File: src/rtl/pipelined_addsub.sv
// Pipelined adder/subtractor: WIDTH bits resolved CHUNK bits per stage, carry registered between stages.
// Define PIPELINED_ADDSUB_OVF_EN to build signed-overflow reporting; otherwise ovf is tied to 0.
module pipelined_addsub #(
    parameter int WIDTH = 16,
    parameter int CHUNK = 4
) (
    input  logic             clk,
    input  logic             rst,
    input  logic             in_valid,
    output logic             in_ready,
    input  logic [WIDTH-1:0] a,
    input  logic [WIDTH-1:0] b,
    input  logic             sub,
    output logic             out_valid,
    input  logic             out_ready,
    output logic [WIDTH-1:0] s,
    output logic             c_out,
    output logic             ovf
);
    localparam int STAGES = WIDTH / CHUNK;

    function automatic logic [CHUNK:0] chunk_add(input logic [CHUNK-1:0] x,
                                                 input logic [CHUNK-1:0] y,
                                                 input logic             ci);
        return {1'b0, x} + {1'b0, y} + {{CHUNK{1'b0}}, ci};
    endfunction

    logic             adv;
    logic [WIDTH-1:0] b_eff;

    // The whole pipe moves or holds as one, bubbles included.
    assign adv      = !out_valid || out_ready;
    assign in_ready = adv;
    assign b_eff    = sub ? ~b : b;

    for (genvar k = 0; k < STAGES; k++) begin : g_stg
        localparam int SW   = WIDTH - k * CHUNK;
        localparam int RW   = (k + 1) * CHUNK;
        localparam bit LAST = (k == STAGES - 1);

        logic [SW-1:0]  a_src;
        logic [SW-1:0]  b_src;
        logic           ci;
        logic           vld_d;
        logic           vld_q;
        logic           cy_q;
        logic [CHUNK:0] sum_d;
        logic [RW-1:0]  res_d;
        logic [RW-1:0]  res_q;

        // Stage 0: fresh operands, inverted B and carry-in 1 for subtraction.
        if (k == 0) begin : g_in
            assign a_src = a;
            assign b_src = b_eff;
            assign ci    = sub;
            assign vld_d = in_valid;
            assign res_d = sum_d[CHUNK-1:0];
        end else begin : g_mid
            assign a_src = g_stg[k-1].g_rem.a_q;
            assign b_src = g_stg[k-1].g_rem.b_q;
            assign ci    = g_stg[k-1].cy_q;
            assign vld_d = g_stg[k-1].vld_q;
            assign res_d = {sum_d[CHUNK-1:0], g_stg[k-1].res_q};
        end

        assign sum_d = chunk_add(a_src[CHUNK-1:0], b_src[CHUNK-1:0], ci);

        // Only the operand bits above this stage's slice travel onward.
        if (!LAST) begin : g_rem
            logic [SW-CHUNK-1:0] a_q;
            logic [SW-CHUNK-1:0] b_q;

            always_ff @(posedge clk) begin
                if (adv) begin
                    a_q <= a_src[SW-1:CHUNK];
                    b_q <= b_src[SW-1:CHUNK];
                end
            end
        end

        always_ff @(posedge clk) begin
            if (rst) begin
                vld_q <= 1'b0;
            end else if (adv) begin
                vld_q <= vld_d;
            end
        end

        always_ff @(posedge clk) begin
            if (LAST && rst) begin
                res_q <= '0;
                cy_q  <= 1'b0;
            end else if (adv) begin
                res_q <= res_d;
                cy_q  <= sum_d[CHUNK];
            end
        end
    end

    // Output boundary: results come straight from the final stage register.
    assign out_valid = g_stg[STAGES-1].vld_q;
    assign s         = g_stg[STAGES-1].res_q;
    assign c_out     = g_stg[STAGES-1].cy_q;

`ifdef PIPELINED_ADDSUB_OVF_EN
    logic a_msb;
    logic b_msb;
    logic ovf_d;
    logic ovf_q;

    assign a_msb = g_stg[STAGES-1].a_src[CHUNK-1];
    assign b_msb = g_stg[STAGES-1].b_src[CHUNK-1];
    assign ovf_d = (a_msb == b_msb) && (g_stg[STAGES-1].sum_d[CHUNK-1] != a_msb);

    always_ff @(posedge clk) begin
        if (rst) begin
            ovf_q <= 1'b0;
        end else if (adv) begin
            ovf_q <= ovf_d;
        end
    end

    assign ovf = ovf_q;
`else
    assign ovf = 1'b0;
`endif

endmodule

File: config.mk
export PLATFORM = sky130hd
export DESIGN_NAME = pipelined_addsub
export DESIGN_NICKNAME = d
export VERILOG_FILES = /design/src/rtl/pipelined_addsub.sv
export SDC_FILE = /design/constraint.sdc
export NUM_CORES = 1
export LEC_CHECK = 0
export ABC_AREA = 1
export CAP_MARGIN = 0
export CORE_MARGIN = 2
export CORE_UTILIZATION = 30
export CTS_BUF_LIST = sky130_fd_sc_hd__clkbuf_4
export DETAILED_ROUTE_END_ITERATION = 16
export REMOVE_ABC_BUFFERS = 1
export SYNTH_ARGS = -nofsm -noshare
export SYNTH_HDL_FRONTEND = slang
export SYNTH_SLANG_ARGS = --single-unit
File: constraint.sdc
create_clock -name clk -period 2.7 [get_ports clk]
set_input_delay 0.405 -clock clk [delete_from_list [all_inputs] [get_ports clk]]
set_output_delay 0.405 -clock clk [all_outputs]
set_load 0.005 [all_outputs]
# Yosys cells after proc, flatten, opt, wreduce, memory -nomap -nowiden

Cells that the tools add are included.

Flip-flop bits (word level): 96
Output and inout bits: 20
Logic and storage cells: 30

Add/subtract/negate cells: 8
Muxes and demuxes: 1
Bitwise logic cells: 1
Reduce and logical (&&, ||, !) cells: 2

Operators by type and width:

| kind                                   | number |
|---|---|
| 4-bit by 4-bit adder with 5-bit output | 4 |
| 5-bit by 1-bit adder with 5-bit output | 4 |
| 16-bit 2-to-1 mux                      | 1 |
| 16-bit NOT                             | 1 |
| 1-bit zero test                        | 1 |
| 1-bit logical OR                       | 1 |

# Depth between registers and ports, before layout

Gate-level depths: netlist of run 1.

Word-level depth: 4
Depth in mapped cells: 9

# Least setup slack after synthesis of run 1

OpenSTA, ideal clock, no wires.

Path type: input-to-reg
Start point: input sub
End point: register g_stg[0].cy_q (data pin)
Setup time: 259 ps
Data arrival time: 1546 ps
Required time: 2441 ps
Slack: 895 ps
Stages: 6
Cells stage by stage: buf_4 -> buf_4 -> xor2_1 -> fa_1 -> a21oi_1 -> o21bai_1

Longest elaborated chain between the ends: 3

RTL lines:

| what                                       | line | RTL |
|---|---|---|
| start, declared                            | 13   | `input logic sub,` |
| 16-bit 2-to-1 mux                          | 34   | `assign b_eff = sub ? ~b : b;` |
| 4-bit by 4-bit adder with 5-bit output     | 25   | `return {1'b0, x} + {1'b0, y} + {{CHUNK{1'b0}}, ci};` |
| 5-bit by 1-bit adder with 5-bit output (*) | 25   |  |
| via g_stg[0].sum_d[4]                      | 47   | `logic [CHUNK:0] sum_d;` |
| end signal, assigned                       | 95   | `cy_q <= sum_d[CHUNK];` |
| end, declared                              | 46   | `logic cy_q;` |

The timed path passes the listed nets; every way through them passes the cells marked *.
A chain may end at the register's enable or synchronous reset.

# Worst setup path after layout of run 1

Start point: input out_ready
End point: output in_ready

Longest elaborated chain between the ends: 1

RTL lines:

| what             | line | RTL |
|---|---|---|
| start, declared  | 15   | `input logic out_ready,` |
| 1-bit logical OR | 32   | `assign adv = !out_valid \|\| out_ready;` |
| end, declared    | 10   | `output logic in_ready,` |

No other way between the ends.

==> results of run 1 <==
-- cell type report --
type | instances | area (um2) | share of cell area [%]
clock inverters | 5 | 72.57 | 1.564
well taps | 168 | 210.2 | 4.531
clock buffers | 11 | 82.58 | 1.780
repair buffers | 58 | 585.6 | 12.62
diodes | 1 | 2.502 | 0.05394
inverters | 28 | 107.6 | 2.319
flip-flops and latches | 96 | 2673 | 57.61
multi-input cells | 139 | 905.9 | 19.53
-- registers in the layout (all words and copies together), names as in the netlist --
name             count
g_stg.g_rem.a_q     24
g_stg.cy_q           3
c_out                1
out_valid            1
g_stg.g_rem.b_q     24
g_stg.res_q         24
s                   16
g_stg.vld_q          3
-- layer usage --
metal / up-vias / global-route usage, %
li1: 1039 / -
met1: 917 / 10.33
met2: 42 / 14.97
met3: 15 / 2.510
met4: 0 / 6.270
met5: - / 0
-- power groups by stage --
stage | logic [mW] | clock network (mW) | registers, mW
after floorplan | 0.236 | 0 | 1.97
after global placement | 0.457 | 0 | 1.98
after detailed placement | 0.471 | 0 | 1.99
after CTS | 0.472 | 0.857 | 1.96
after global routing | 0.535 | 0.899 | 1.99
final | 0.463 | 0.815 | 1.95
-- through the flow --
| stage | utilization, % | cells | cell area, um2 |
|---|---|---|---|
| 2_1_floorplan | - | 263 | 3686 |
| 3_3_place_gp | 37.00 | 489 | 4482 |
| 3_5_place_dp | 37.00 | 489 | 4482 |
| 4_1_cts | 38.29 | 505 | 4637 |
| 5_1_grt | 38.29 | 505 | 4637 |
| 6_report | 38.31 | 506 | 4639 |
-- cells in the final DEF, fill, tap and decap left out --
master and n:
clkinv_1 2, nand4_1 1, conb_1 1, nor2_2 1, o21bai_1 1, inv_1 27
o21ai_0 22, inv_4 1, xor2_1 17, and2_1 1, bufinv_16 2, diode_2 1
nor2_1 34, dfxtp_1 21, ha_1 12, clkbuf_4 11, xnor2_1 3, buf_12 1
fa_1 7, a21oi_1 11, nand2_1 22, nand3_2 1, nand3_1 5, edfxtp_1 75
clkinv_2 1, clkdlybuf4s50_1 55, buf_4 2
-- worst max-delay path, cell delays in order --
cell and delay, ns:
clkdlybuf4s50_1 0.41, nor2_2 0.22, inv_4 0.07, clkdlybuf4s50_1 0.47
-- logic make-up after synthesis --
group | after synthesis | share of synthesized area [%]
compound gates | 34 | 4.599
xor+xnor | 20 | 4.665
fa+ha+maj | 19 | 7.731
buf+inv | 37 | 4.698
flops | 96 | 71.18
other cells | 1 | 0.09987
simple gates | 65 | 7.031
-- worst paths after layout --
path                            slack (ns)  cells past startpoint                       startpoint                               to
worst max-delay path                  0.72                      4                        out_ready                         in_ready
worst min-delay path                  0.41                      0  g_stg[1].g_rem.b_q[6]$_DFFE_PP_  g_stg[2].g_rem.b_q[2]$_DFFE_PP_
worst max register to register        0.99                      4          g_stg[2].cy_q$_DFFE_PP_               s[14]$_SDFFE_PP0P_
worst min register to register        0.41                      0  g_stg[1].g_rem.b_q[6]$_DFFE_PP_  g_stg[2].g_rem.b_q[2]$_DFFE_PP_
==> summary.txt, run 1 <==
CP startpoint kind: input port
Largest area contributor in the netlist: edfxtp_1
Area grow syn2layout: 23.56%
Routed WL per cell: 10.76 um
Share of layout cells above drive strength 1: 5.935%
Crit path arrival time: 1.58 ns
Initial core utilization: 31.00%
Clock Latency Late Sink: 0.43 ns
Initial antenna violation count: 0
Number of global-route vias before repair: 2054
Final Max Tran Viols: 0
Largest net degree at the start of global routing: 98
ANT nets after route: 0
Clock share of power: 25.2%
Clock sinks: 96
TritonCTS clock tree: built
Dpl hpwl: 3888 um
Routed wl met2: 2707 um
Drt via density: 3.978
Hold_ws: 0.4119 ns
Worst IR Drop VDD: 0.2119 mV
CP Data Required Time: 2.30 ns
Slack of the critical path: 0.7195 ns
Nets: 388
Area share of the largest cell type after synthesis: 59.98%
Synth area leaders: edfxtp_1 60%, dfxtp_1 11%, ha_1 4.0%
Total die area: 13430 um2
Register area share after synthesis: 71.18%
Overflow after GRT: 0
Sum Neg Setup Slack: 0 ns
Die Width: 115.9 um
Internal power: 2.523 mW
Hold WC Path Type: flip-flop to flip-flop
Max clock buf depth: 2
Post-CTS Setup Bufs: 0
RSZ-0062 raised after global routing: false
Switching pwr: 706.4 uW
PD cells: 696.1 nW/um2
Row count: 40
Iteration count of the initial detailed-routing pass: 4
GRT Util Overall: 9.110%
Mapped Area: 3755 um2
Synth Area per Inst: 13.80 um2
Post-synth EDFFs: 75
Fillers: 1206
Drt initial violations: 120
CTS Hold Bufs: 0
Tot Pwr: 3.229 mW
M1 WL: 2334 um
Core Area: 12110 um2
Max-cap violations: 0
Max FO, Critical Path: 2
Worst setup EP type: output port
Fmax: 0.5049 GHz
Post-synth top cells: 75 x edfxtp_1, 34 x nor2_1, 27 x inv_1
Post-Syn Instances: 272
Gpl congestion: 0.7255
Die H: 115.9 um
DRC: 0
CTS clock-pin slew for the worst setup and hold paths: 0.14 ns
Resized cells post-CTS: 0
Via count: 2013
Setup Skew: 0.01665 ns
Ports: 57
Register share of total power: 60.4%
Top-count cell post-synth: edfxtp_1
Max layer used: met4
Fraction of registers with async set/reset: 0%
Setup Viol. Count Final: 0
Yosys cell types: 23
I/O Buffers: 55
#FFs+latches synth: 96
Sw Ratio: 21.88%
LEAKAGE: 1.882 nW
Num CTS Buffers: 9
Crit share post-route: 73.35%
Comb power frac: 14.3%
Yosys warnings: 0
Root buffer cell: clkbuf_4
First-pass GRT wire length: 9225 um
Tmin final: 1.980 ns
Met3 WL: 223 um
Synth Flop Type: edfxtp_1
Detailed-route wire length: 5447 um
Place WS: 0.3968 ns
Status: completed
Fin. Hold Viols: 0
Htree depth: 3
CP Class: input port to output port
Power figures use the tool's default switching activity.
==> run 2, diff against run 1 <==
- clock period: 2.7 -> 1.95 ns (I/O delays scaled with it)
==> run 2 against run 1 <==
- non-clock buffer count rose by 3
- wire length rose by 2.2%
- critical path depth did not move
- power rose by 40%
- utilization rose by 0.33 points
- clock-buffer cell count fell by 2
- sequential power rose by 38%
- cell count rose by 0.59%
- combinational power rose by 40%
- setup slack got worse by 0.53 ns
- hold slack got worse by 0.031 ns
- global-route usage rose by 0.10 points
- critical path type is now flip-flop to flip-flop
- largest cell class unchanged
==> summary.txt, run 2 (synthesis gave the netlist of run 1 again) <==
GRT Util Overall: 9.210% (was 9.110%)
Crit share post-route: 90.40%
Routed WL per cell: 10.94 um (was 10.76 um)
First-pass GRT wire length: 9349 um (was 9225 um)
Max-cap violations: 0 (unchanged)
M1 WL: 2504 um (was 2334 um)
Via count: 2006 (was 2013)
PD cells: 965.9 nW/um2 (was 696.1 nW/um2)
Crit path from: g_stg[2].cy_q$_DFFE_PP_ (was out_ready)
Met3 WL: 264 um (was 223 um)
Slack of the critical path: 0.1872 ns (was 0.7195 ns)
Setup Viol. Count Final: 0 (unchanged)
Reg2reg path depth: 4 (unchanged)
Hold path start: a[15] (was g_stg[1].g_rem.b_q[6]$_DFFE_PP_)
ANT nets after route: 0 (unchanged)
Num CTS Buffers: 9 (unchanged)
Max FO, Critical Path: 3 (was 2)
Drt via density: 3.941 (was 3.978)
CP Data Required Time: 2.31 ns (was 2.30 ns)
Die H: 115.9 um (unchanged)
CTS clock-pin slew for the worst setup and hold paths: 0.15 ns (was 0.14 ns)
Share of layout cells above drive strength 1: 7.059% (was 5.935%)
Area grow syn2layout: 24.63% (was 23.56%)
Top Registers: g_stg.g_rem.a_q (24), g_stg.g_rem.b_q (24), g_stg.res_q (24) (unchanged)
Root buffer cell: clkbuf_4 (unchanged)
I/O Buffers: 55 (unchanged)
Worst R2R Start: g_stg[2].cy_q$_DFFE_PP_ (unchanged)
# placed instances: 492 (was 489)
Fin cells: 509 (was 506)
DRC: 0 (unchanged)
Max clock buf depth: 2 (unchanged)
Row count: 40 (unchanged)
Detailed-route wire length: 5569 um (was 5447 um)
Worst setup EP type: flip-flop (was output port)
CP startpoint kind: flip-flop (was input port)
CP Class: flip-flop to flip-flop (was input port to output port)
Final Max Tran Viols: 0 (unchanged)
Ports: 57 (unchanged)
Nets: 391 (was 388)
Dpl hpwl: 3961 um (was 3888 um)
Core Area: 12110 um2 (unchanged)
LEAKAGE: 1.898 nW (was 1.882 nW)
Worst IR Drop VDD: 0.3775 mV (was 0.2119 mV)
Fin. Hold Viols: 0 (unchanged)
Post-route core utilization: 38.64% (was 38.31%)
Crit path arrival time: 2.12 ns (was 1.58 ns)
Hold_ws: 0.3804 ns (was 0.4119 ns)
Fmax: 0.5673 GHz
Drt initial violations: 108 (was 120)
Initial antenna violation count: 0 (unchanged)
Gpl congestion: 0.8013 (was 0.7255)
Clock Latency Late Sink: 0.44 ns (was 0.43 ns)
Setup Skew: 0.01820 ns (was 0.01665 ns)
Most common cell after layout, fill and taps aside: edfxtp_1 (unchanged)
Number of global-route vias before repair: 2019 (was 2054)
Clock sinks: 96 (unchanged)
Place WS: -0.1088 ns (was 0.3968 ns)
Max layer used: met4 (unchanged)
Status: completed (unchanged)
Largest net degree at the start of global routing: 55 (was 98)
Final Cell Area: 4679 um2 (was 4639 um2)
Initial core utilization: 31.00% (unchanged)
Commonest cells after routing, fill and taps aside: 75 x edfxtp_1, 54 x clkdlybuf4s50_1, 34 x nor2_1, 27 x inv_1 (was 75 x edfxtp_1, 55 x clkdlybuf4s50_1, 34 x nor2_1, 27 x inv_1)
Tot Pwr: 4.520 mW (was 3.229 mW)
Hold depth: 1 (was 0)
Hold WC Path Type: input port to flip-flop (was flip-flop to flip-flop)
Sum Neg Setup Slack: 0 ns (unchanged)
Die Width: 115.9 um (unchanged)
Placed Area: 4517 um2 (was 4482 um2)
Overflow after GRT: 0 (unchanged)
Tmin final: 1.763 ns
Total die area: 13430 um2 (unchanged)
RSZ-0062 raised after global routing: false (unchanged)
Htree depth: 3 (unchanged)
Routed wl met2: 2634 um (was 2707 um)
Iteration count of the initial detailed-routing pass: 4 (unchanged)
TritonCTS clock tree: built (unchanged)
[run 2: cell count changes in the layout (fill, tap and decap cells not counted), sizes merged]
cell           previous run  this run
buf                       3         6
clkbuf                   11         9
inv                      28        29
clkdlybuf4s50            55        54
dlygate4sd2               0         1
clkinvlp                  0         1
[run 2: layout make-up]
type | instances | area, um2
fill | 1175 | 7432
sequential | 96 | 2673
multi-input combinational | 139 | 905.9
timing repair buffer | 61 | 619.3
tap | 168 | 210.2
inverter | 28 | 107.6
clock inverter | 7 | 93.84
clock buffer | 9 | 67.56
antenna | 1 | 2.502
[run 2: path summary, 6_finish.rpt]
check | to | slack (ns)
max | s[14]$_SDFFE_PP0P_ | 0.19
min | g_stg[0].g_rem.a_q[11]$_DFFE_PP_ | 0.38
max reg2reg | s[14]$_SDFFE_PP0P_ | 0.19
min reg2reg | g_stg[2].res_q[5]$_DFFE_PP_ | 0.41
[run 2: timing repair]
item,4_1_cts,5_1_grt
hold buffers,0,0
gates resized for setup,1,0
setup endpoints to repair,1,0
setup buffers,0,0
[run 2: critical path, cell delays in order, from the launching register on]
cell and delay (ns):
edfxtp_1 0.43, fa_1 0.50, fa_1 0.45, xnor2_1 0.22, a21oi_1 0.09
[run 2: metal layers]
layer,vias up,track usage (%)
met5,-,0
met4,0,5.397
met3,12,3.713
met2,42,14.35
met1,907,10.77
li1,1045,-
[run 2: power breakdown]
group	switching [mW]	internal [mW]	leakage [nW]
clock network	0.647	0.520	0.0840
registers	0.108	2.59	0.969
logic	0.287	0.363	0.845
